## src/rtl/z_mem_sched_pkg.sv

```systemverilog
// Shared types for the Z_j store access scheduler: pass FSM states and
// memory-port grant codes.
package z_sched_pkg;

  typedef enum logic [1:0] {
    IDLE,
    RUN,
    DONE
  } state_e;

  typedef enum logic [1:0] {
    GNT_NONE,
    GNT_WR,
    GNT_RD
  } gnt_e;

endpackage

```

## src/rtl/z_mem_sched_if.sv

```systemverilog
// Writer, consumer and memory-port signals of the Z_j scheduler.
// master = the scheduler, slave = its environment (MAC writer, normaliser, RAM).
interface z_mem_sched_if #(
  parameter int PROD_WIDTH = 16,
  parameter int ADDR_WIDTH = 8
);

  logic                  wr_valid;
  logic [PROD_WIDTH-1:0] wr_data;
  logic                  wr_ready;

  logic                  rd_out_valid;
  logic [PROD_WIDTH-1:0] rd_out_data;
  logic [ADDR_WIDTH-1:0] rd_out_idx;
  logic                  rd_out_ready;

  logic [ADDR_WIDTH-1:0] mem_addr;
  logic [PROD_WIDTH-1:0] mem_wdata;
  logic                  mem_rw_;
  logic [PROD_WIDTH-1:0] mem_rdata;

  modport master (
    input  wr_valid, wr_data, rd_out_ready, mem_rdata,
    output wr_ready, rd_out_valid, rd_out_data, rd_out_idx,
           mem_addr, mem_wdata, mem_rw_
  );

  modport slave (
    output wr_valid, wr_data, rd_out_ready, mem_rdata,
    input  wr_ready, rd_out_valid, rd_out_data, rd_out_idx,
           mem_addr, mem_wdata, mem_rw_
  );

endinterface

```

## src/rtl/z_mem_sched_arb.sv

```systemverilog
// Two-requester round-robin arbiter (writer vs reader) for the single Z_j port.
// On a tie the client that did not win last time is granted.
module z_rr_arb2
  import z_sched_pkg::*;
(
  input  logic clk,
  input  logic rst,
  input  logic req_wr,
  input  logic req_rd,
  output gnt_e gnt
);

  gnt_e last_grant;

  always_comb begin
    gnt = GNT_NONE;
    if (req_wr && req_rd) gnt = (last_grant == GNT_WR) ? GNT_RD : GNT_WR;
    else if (req_wr)      gnt = GNT_WR;
    else if (req_rd)      gnt = GNT_RD;
  end

  always_ff @(posedge clk or posedge rst) begin
    if (rst)                   last_grant <= GNT_RD;
    else if (gnt != GNT_NONE)  last_grant <= gnt;
  end

endmodule

```

## src/rtl/z_mem_sched.sv

```systemverilog
// Z_j store scheduler: one pass of N queries per start, MAC writes in order,
// normaliser reads in order through a valid/ready output register.
module z_mem_sched
  import z_sched_pkg::*;
#(
  parameter int PROD_WIDTH      = 16,
  parameter int MAX_NUM_QUERIES = 256,
  parameter int ADDR_WIDTH      = $clog2(MAX_NUM_QUERIES)
)(
  input  logic                clk,
  input  logic                rst,
  input  logic                start,
  input  logic [ADDR_WIDTH:0] num_queries,
  output logic                busy,
  output logic                done,
  z_mem_sched_if.master       bus
);

  localparam logic [ADDR_WIDTH:0] MAXQ = (ADDR_WIDTH+1)'(MAX_NUM_QUERIES);

  state_e              state;
  // one extra bit so N == MAX_NUM_QUERIES is reachable without wrapping
  logic [ADDR_WIDTH:0] wr_ptr;
  logic [ADDR_WIDTH:0] rd_ptr;
  logic [ADDR_WIDTH:0] n_reg;
  logic [ADDR_WIDTH:0] n_clamp;
  logic                out_free;
  logic                wr_elig;
  logic                rd_elig;
  logic                pass_end;
  gnt_e                gnt;

  always_comb begin
    n_clamp  = (num_queries > MAXQ) ? MAXQ : num_queries;
    out_free = !bus.rd_out_valid || bus.rd_out_ready;
    wr_elig  = (state == RUN) && bus.wr_valid && (wr_ptr < n_reg);
    // only entries already written may be read back
    rd_elig  = (state == RUN) && (rd_ptr < wr_ptr) && out_free;
    pass_end = (wr_ptr == n_reg) && (rd_ptr == n_reg) && out_free;
  end

  z_rr_arb2 u_arb (
    .clk    (clk),
    .rst    (rst),
    .req_wr (wr_elig),
    .req_rd (rd_elig),
    .gnt    (gnt)
  );

  // Port mux: idle port parks on a read of rd_ptr with zero write data.
  always_comb begin
    bus.wr_ready  = (gnt == GNT_WR);
    bus.mem_rw_   = (gnt != GNT_WR);
    bus.mem_addr  = (gnt == GNT_WR) ? wr_ptr[ADDR_WIDTH-1:0] : rd_ptr[ADDR_WIDTH-1:0];
    bus.mem_wdata = (gnt == GNT_WR) ? bus.wr_data : '0;
  end

  always_ff @(posedge clk or posedge rst) begin
    if (rst) begin
      state  <= IDLE;
      busy   <= 1'b0;
      done   <= 1'b0;
      wr_ptr <= '0;
      rd_ptr <= '0;
      n_reg  <= '0;
    end else begin
      case (state)
        IDLE: begin
          if (start) begin
            n_reg  <= n_clamp;
            wr_ptr <= '0;
            rd_ptr <= '0;
            busy   <= 1'b1;
            state  <= RUN;
          end
        end
        RUN: begin
          if (gnt == GNT_WR) wr_ptr <= wr_ptr + 1'b1;
          if (gnt == GNT_RD) rd_ptr <= rd_ptr + 1'b1;
          if (pass_end) begin
            done  <= 1'b1;
            state <= DONE;
          end
        end
        DONE: begin
          done  <= 1'b0;
          busy  <= 1'b0;
          state <= IDLE;
        end
        default: state <= IDLE;
      endcase
    end
  end

  // Output register: refill on a read grant, which may coincide with an accept.
  always_ff @(posedge clk or posedge rst) begin
    if (rst) begin
      bus.rd_out_valid <= 1'b0;
      bus.rd_out_data  <= '0;
      bus.rd_out_idx   <= '0;
    end else if (gnt == GNT_RD) begin
      bus.rd_out_valid <= 1'b1;
      bus.rd_out_data  <= bus.mem_rdata;
      bus.rd_out_idx   <= rd_ptr[ADDR_WIDTH-1:0];
    end else if (bus.rd_out_ready) begin
      bus.rd_out_valid <= 1'b0;
    end
  end

endmodule

```

## src/flat_wrapper.sv

```systemverilog
// flat-port wrapper written by rule: the top's interface ports become plain ports
module z_mem_sched_flat import z_sched_pkg::*;
#(
  parameter int PROD_WIDTH      = 16,
  parameter int MAX_NUM_QUERIES = 256,
  parameter int ADDR_WIDTH      = $clog2(MAX_NUM_QUERIES)
)
  (clk, rst, start, num_queries, busy, done, bus_wr_valid, bus_wr_data, bus_rd_out_ready, bus_mem_rdata, bus_wr_ready, bus_rd_out_valid, bus_rd_out_data, bus_rd_out_idx, bus_mem_addr, bus_mem_wdata, bus_mem_rw_);
  z_mem_sched_if #(.PROD_WIDTH(PROD_WIDTH), .ADDR_WIDTH(ADDR_WIDTH)) bus_i ();
  input  logic clk;
  input  logic rst;
  input  logic start;
  input  logic [ADDR_WIDTH:0] num_queries;
  output logic busy;
  output logic done;
  input wire logic [$bits(bus_i.wr_valid)-1:0] bus_wr_valid;
  input wire logic [$bits(bus_i.wr_data)-1:0] bus_wr_data;
  input wire logic [$bits(bus_i.rd_out_ready)-1:0] bus_rd_out_ready;
  input wire logic [$bits(bus_i.mem_rdata)-1:0] bus_mem_rdata;
  output wire logic [$bits(bus_i.wr_ready)-1:0] bus_wr_ready;
  output wire logic [$bits(bus_i.rd_out_valid)-1:0] bus_rd_out_valid;
  output wire logic [$bits(bus_i.rd_out_data)-1:0] bus_rd_out_data;
  output wire logic [$bits(bus_i.rd_out_idx)-1:0] bus_rd_out_idx;
  output wire logic [$bits(bus_i.mem_addr)-1:0] bus_mem_addr;
  output wire logic [$bits(bus_i.mem_wdata)-1:0] bus_mem_wdata;
  output wire logic [$bits(bus_i.mem_rw_)-1:0] bus_mem_rw_;
  assign bus_i.wr_valid = bus_wr_valid;
  assign bus_i.wr_data = bus_wr_data;
  assign bus_i.rd_out_ready = bus_rd_out_ready;
  assign bus_i.mem_rdata = bus_mem_rdata;
  assign bus_wr_ready = bus_i.wr_ready;
  assign bus_rd_out_valid = bus_i.rd_out_valid;
  assign bus_rd_out_data = bus_i.rd_out_data;
  assign bus_rd_out_idx = bus_i.rd_out_idx;
  assign bus_mem_addr = bus_i.mem_addr;
  assign bus_mem_wdata = bus_i.mem_wdata;
  assign bus_mem_rw_ = bus_i.mem_rw_;
  z_mem_sched #(.PROD_WIDTH(PROD_WIDTH), .MAX_NUM_QUERIES(MAX_NUM_QUERIES), .ADDR_WIDTH(ADDR_WIDTH)) u_core (.clk(clk), .rst(rst), .start(start), .num_queries(num_queries), .busy(busy), .done(done), .bus(bus_i));
endmodule
```

## config.mk

```make
export PLATFORM = sky130hd
export DESIGN_NAME = z_mem_sched_flat
export DESIGN_NICKNAME = d
export VERILOG_FILES = /design/src/rtl/z_mem_sched_pkg.sv /design/src/rtl/z_mem_sched_if.sv /design/src/rtl/z_mem_sched_arb.sv /design/src/rtl/z_mem_sched.sv /design/src/flat_wrapper.sv
export SDC_FILE = /design/constraint.sdc
export NUM_CORES = 1
export LEC_CHECK = 0
export ABC_AREA = 1
export CORE_ASPECT_RATIO = 0.7
export CORE_MARGIN = 4
export CORE_UTILIZATION = 30
export CTS_CLUSTER_DIAMETER = 30
export DETAILED_ROUTE_END_ITERATION = 7
export SYNTH_ARGS = -nofsm -noshare
export SYNTH_HDL_FRONTEND = slang
export SYNTH_SLANG_ARGS = --single-unit
```

## constraint.sdc

```tcl
create_clock -name clk -period 3.6 [get_ports clk]
set_input_delay 0.36 -clock clk [delete_from_list [all_inputs] [get_ports clk]]
set_output_delay 0.36 -clock clk [all_outputs]
set_load 0.01 [all_outputs]
```

==> flow_results.xml <==
<?xml version="1.0" encoding="UTF-8"?>
<metrics>
  <group name="outcome">
    <metric name="result_of_the_run" unit="">finished, final reports clean</metric>
  </group>
  <group name="global_route">
    <metric name="global_route.overflow_total" unit="">0</metric>
    <metric name="grt_pass1_wl" unit="um">16700</metric>
    <metric name="antenna_found_initial" unit="">0</metric>
    <metric name="grt_usage" unit="">0.156</metric>
    <metric name="grt_pass1_vias" unit="">3307</metric>
    <metric name="grt_start_max_net_pins" unit="">45</metric>
    <metric name="global_route.usage.met3" unit="">0.0474</metric>
    <metric name="grt_busiest_layer" unit="">met2</metric>
    <metric name="use_met1" unit="">0.219</metric>
    <metric name="use_met2" unit="">0.231</metric>
  </group>
  <group name="synthesis">
    <metric name="synth.lib_cells_used.distinct" unit="">33</metric>
    <metric name="yosys_warnings" unit="">0</metric>
    <metric name="synth.avg_cell_area" unit="um^2">7.65</metric>
    <metric name="ys_seq_elements" unit="">58</metric>
    <metric name="synth_edf_count" unit="">0</metric>
    <metric name="synth_nets" unit="">527</metric>
    <metric name="post-synth-top-area-fraction" unit="">0.403</metric>
    <metric name="ys.flop_type" unit="">sky130_fd_sc_hd__dfrtp_1</metric>
    <metric name="post-synth-top-count-cell" unit="">sky130_fd_sc_hd__nand2_1</metric>
    <metric name="syn-cell-area" unit="um^2">3540</metric>
    <metric name="synth_top_cells_by_area" unit="">sky130_fd_sc_hd__dfrtp_1, sky130_fd_sc_hd__nand2_1, sky130_fd_sc_hd__ha_1</metric>
    <metric name="synth_seq_area_share" unit="">0.411</metric>
    <metric name="postSynth.asyncResetShare" unit="">1.00</metric>
    <metric name="synth_top_cell_by_area" unit="">sky130_fd_sc_hd__dfrtp_1</metric>
    <metric name="syn_inst" unit="">462</metric>
    <metric name="synth.top_cells.by_count" unit="">sky130_fd_sc_hd__nand2_1, sky130_fd_sc_hd__inv_1, sky130_fd_sc_hd__dfrtp_1</metric>
  </group>
  <group name="die">
    <metric name="floorplan.rows" unit="">32</metric>
    <metric name="floorplan.core_area" unit="um^2">11300</metric>
    <metric name="floorplan.die_area" unit="um^2">13600</metric>
    <metric name="die_w" unit="um">138</metric>
    <metric name="start_util" unit="">0.314</metric>
    <metric name="top_level_ports" unit="">99</metric>
    <metric name="dieHeight" unit="um">98.8</metric>
  </group>
  <group name="clock_network">
    <metric name="cts_max_level" unit="">3</metric>
    <metric name="cts_inserted_buffers" unit="">9</metric>
    <metric name="clock_tree.buffer_depth" unit="">2</metric>
    <metric name="clk_pin_slew_worst_paths" unit="ps">50</metric>
    <metric name="post_cts_setup_buffers" unit="">0</metric>
    <metric name="clkSinkCount" unit="">58</metric>
    <metric name="clock_insertion_delay_worst_skew" unit="ps">330</metric>
    <metric name="cts_tree" unit="">done</metric>
    <metric name="cts-resized-gates" unit="">0</metric>
    <metric name="postCtsHoldBufs" unit="">0</metric>
    <metric name="clock_root_buffer" unit="">sky130_fd_sc_hd__clkbuf_16</metric>
  </group>
  <group name="layout">
    <metric name="drive_above_1_share" unit="">0.0780</metric>
    <metric name="post-route-util" unit="">0.436</metric>
    <metric name="nets" unit="">624</metric>
    <metric name="max_reg_flops" unit="">16</metric>
    <metric name="n_antenna_cell" unit="">0</metric>
    <metric name="max_flop_register" unit="">u_core.bus.rd_out_data</metric>
    <metric name="filler_cell_count" unit="">1107</metric>
    <metric name="synthesis_to_finish_area_growth" unit="%">38.8</metric>
    <metric name="post_layout_nonfiller_instances" unit="">717</metric>
  </group>
  <group name="route">
    <metric name="drc_violations_left" unit="">0</metric>
    <metric name="number_of_routed_nets_with_antenna_violations" unit="">0</metric>
    <metric name="detail_route.wl_per_cell" unit="um">14.4</metric>
    <metric name="routed_wirelength" unit="um">10300</metric>
    <metric name="via_count" unit="">3336</metric>
    <metric name="detail_route.iter0.violations" unit="">341</metric>
    <metric name="route.detailed.vias_per_inst" unit="">4.65</metric>
    <metric name="drt-pass1-iter-count" unit="">5</metric>
  </group>
  <group name="critical_path">
    <metric name="crit-reg2reg-launch" unit="">u_core.wr_ptr[4]</metric>
    <metric name="cp-start-kind" unit="">register</metric>
    <metric name="r2r.worst_path.cells" unit="">14</metric>
    <metric name="critical_path.endpoint_type" unit="">output port</metric>
    <metric name="slowest_delay" unit="ps">570</metric>
    <metric name="worst_path_most_repeated_cell" unit="">sky130_fd_sc_hd__nand2_1</metric>
    <metric name="timing.critical_path.required" unit="ps">3240</metric>
    <metric name="worstPathArrival" unit="ps">3000</metric>
    <metric name="timing_worst_setup_path_type" unit="">reg -&gt; out</metric>
    <metric name="timing.critical_path.max_delay_family" unit="">simple AND/OR/NAND/NOR gates</metric>
    <metric name="cp_slowest_cell" unit="">sky130_fd_sc_hd__clkdlybuf4s50_1</metric>
    <metric name="path_depth" unit="">11</metric>
    <metric name="crit_path_cell_trace" unit="">inv_1, ha_1, nand2_1, nor2_1, nand3_2, nand4_1, nand2_2, nand2_8, nand2_1, o21ai_1, clkdlybuf4s50_1</metric>
    <metric name="endpoint_of_the_worst_register_to_register_path" unit="">u_core.rd_ptr[2]</metric>
    <metric name="timing.critical_path.fanout_max" unit="">19</metric>
    <metric name="cp-startpoint" unit="">u_core.wr_ptr[5]</metric>
    <metric name="worstPathBufferInverterCount" unit="">2</metric>
    <metric name="r2r_setup_slack" unit="ps">900</metric>
    <metric name="timing.critical_path.to" unit="">bus_mem_addr[6]</metric>
  </group>
  <group name="placement">
    <metric name="preCtsSetupSlack" unit="ps">560</metric>
    <metric name="place_hpwl" unit="um">7820</metric>
    <metric name="place_congestion" unit="">0.903</metric>
    <metric name="placed_instances" unit="">701</metric>
    <metric name="io_buffers" unit="">98</metric>
  </group>
  <group name="job">
    <metric name="maxCapViolCount" unit="">0</metric>
  </group>
  <group name="pwr">
    <metric name="pwr-share-clk" unit="">0.184</metric>
    <metric name="power_report.internal_total" unit="uW">2410</metric>
    <metric name="share_comb_of_total_power" unit="">0.572</metric>
    <metric name="net-switching-power" unit="uW">2010</metric>
    <metric name="leakage_power_of_the_design" unit="uW">0.00240</metric>
    <metric name="p_sw_frac" unit="">0.454</metric>
    <metric name="sequentialPowerShare" unit="">0.244</metric>
    <metric name="p_per_area" unit="nW/um^2">900</metric>
    <metric name="power.ir.vdd_worst" unit="uV">586</metric>
  </group>
  <group name="sta">
    <metric name="setup_viol" unit="">0</metric>
    <metric name="unrepaired_setup_endpoints_after_global_routing" unit="">false</metric>
    <metric name="hold_violations" unit="">0</metric>
    <metric name="clock_skew" unit="ps">9.40</metric>
    <metric name="layout_min_cycle_time" unit="ps">3360</metric>
    <metric name="slew-limit-headroom" unit="">0.466</metric>
    <metric name="layout_setup_ws" unit="ps">239</metric>
    <metric name="final_min_period_over_clock_period" unit="">0.934</metric>
    <metric name="number_of_pins_with_negative_max_slew_slack_in_the_final_report" unit="">0</metric>
    <metric name="max_freq" unit="GHz">0.298</metric>
    <metric name="max_slew.worst_pin.slew" unit="ps">800</metric>
    <metric name="tns" unit="ps">0</metric>
  </group>
  <group name="hold_path">
    <metric name="hold_path_depth" unit="">2</metric>
    <metric name="min_path_type" unit="">reg -&gt; reg</metric>
  </group>
</metrics>
worst min path at each step:
| stage | from | endpoint | slack [ps] |
|---|---|---|---|
| 2_1_floorplan | num_queries[3] | u_core.n_reg[3] | 480 |
| 3_3_place_gp | u_core.bus.rd_out_data[6] | u_core.bus.rd_out_data[6] | 450 |
| 3_5_place_dp | u_core.bus.rd_out_data[6] | u_core.bus.rd_out_data[6] | 460 |
| 4_1_cts | u_core.bus.rd_out_data[6] | u_core.bus.rd_out_data[6] | 470 |
| 5_1_grt | u_core.bus.rd_out_data[12] | u_core.bus.rd_out_data[12] | 490 |
| 6_report | u_core.bus.rd_out_data[12] | u_core.bus.rd_out_data[12] | 470 |
metrics by stage:
| step | instance area [um^2] | total power, uW | hold WS (ps) |
|---|---|---|---|
| global route | 4910 | 4770 | 490 |
| global placement | 4610 | 3560 | 454 |
| CTS | 4900 | 4440 | 470 |
| finish | 4910 | 4420 | 467 |
| floorplan | 3540 | 2750 | 481 |
| detailed placement | 4610 | 3600 | 458 |
worst register-to-register path: cells and delay by family (launching register included):
family	cells	cell delay, ps
simple gates	11	1510
buf+inv	2	310
fa+ha+maj	1	330
flops	1	460
cell families after synthesis:
group,synth area share
and+or+nand+nor,0.332
adders and majority gates,0.0672
xor gates and xnor gates,0.0347
DFF,0.411
AOI/OAI and AO/OA,0.0510
buffers and inverters,0.104
cell usage in the layout, fill, tap and decap left out, drive strengths merged:
cell and count:
nor4 6, dfstp 1, clkinvlp 2, nand3 38
nor2 47, xnor2 1, clkinv 3, a21o 1
nor3b 4, buf 4, a21oi 6, clkbuf 12
dfrtp 57, ha 19, o21ai 27, clkdlybuf4s50 98
o21a 1, nand4 14, xor2 13, nor3 2
nand2 145, or2 1, inv 62
power groups by stage:
| stage | Sequential, uW | Clock, uW | Combinational [uW] |
|---|---|---|---|
| finish | 1080 | 814 | 2530 |
| global route | 1100 | 865 | 2800 |
| CTS | 1070 | 829 | 2540 |
| detailed placement | 1080 | 0 | 2530 |
| global placement | 1080 | 0 | 2490 |
| floorplan | 1090 | 0 | 1670 |
area by class of cell:
type | instances | area (um^2) | share of cell area
clock inverters | 4 | 25.0 | 0.00510
well taps | 153 | 191 | 0.0390
inverters | 63 | 239 | 0.0487
multi-input cells | 325 | 1720 | 0.351
flip-flops and latches | 58 | 1450 | 0.296
repair buffers | 102 | 1010 | 0.206
clock buffers | 12 | 267 | 0.0543
metal layers:
| metal | vias to the layer above | routed length, um |
|---|---|---|
| met2 | 99 | 4610 |
| met5 | - | 0 |
| met1 | 1564 | 4910 |
| met4 | 0 | 133 |
| met3 | 12 | 647 |
| li1 | 1661 | - |
Note: power is estimated with default switching activity, not from simulation.
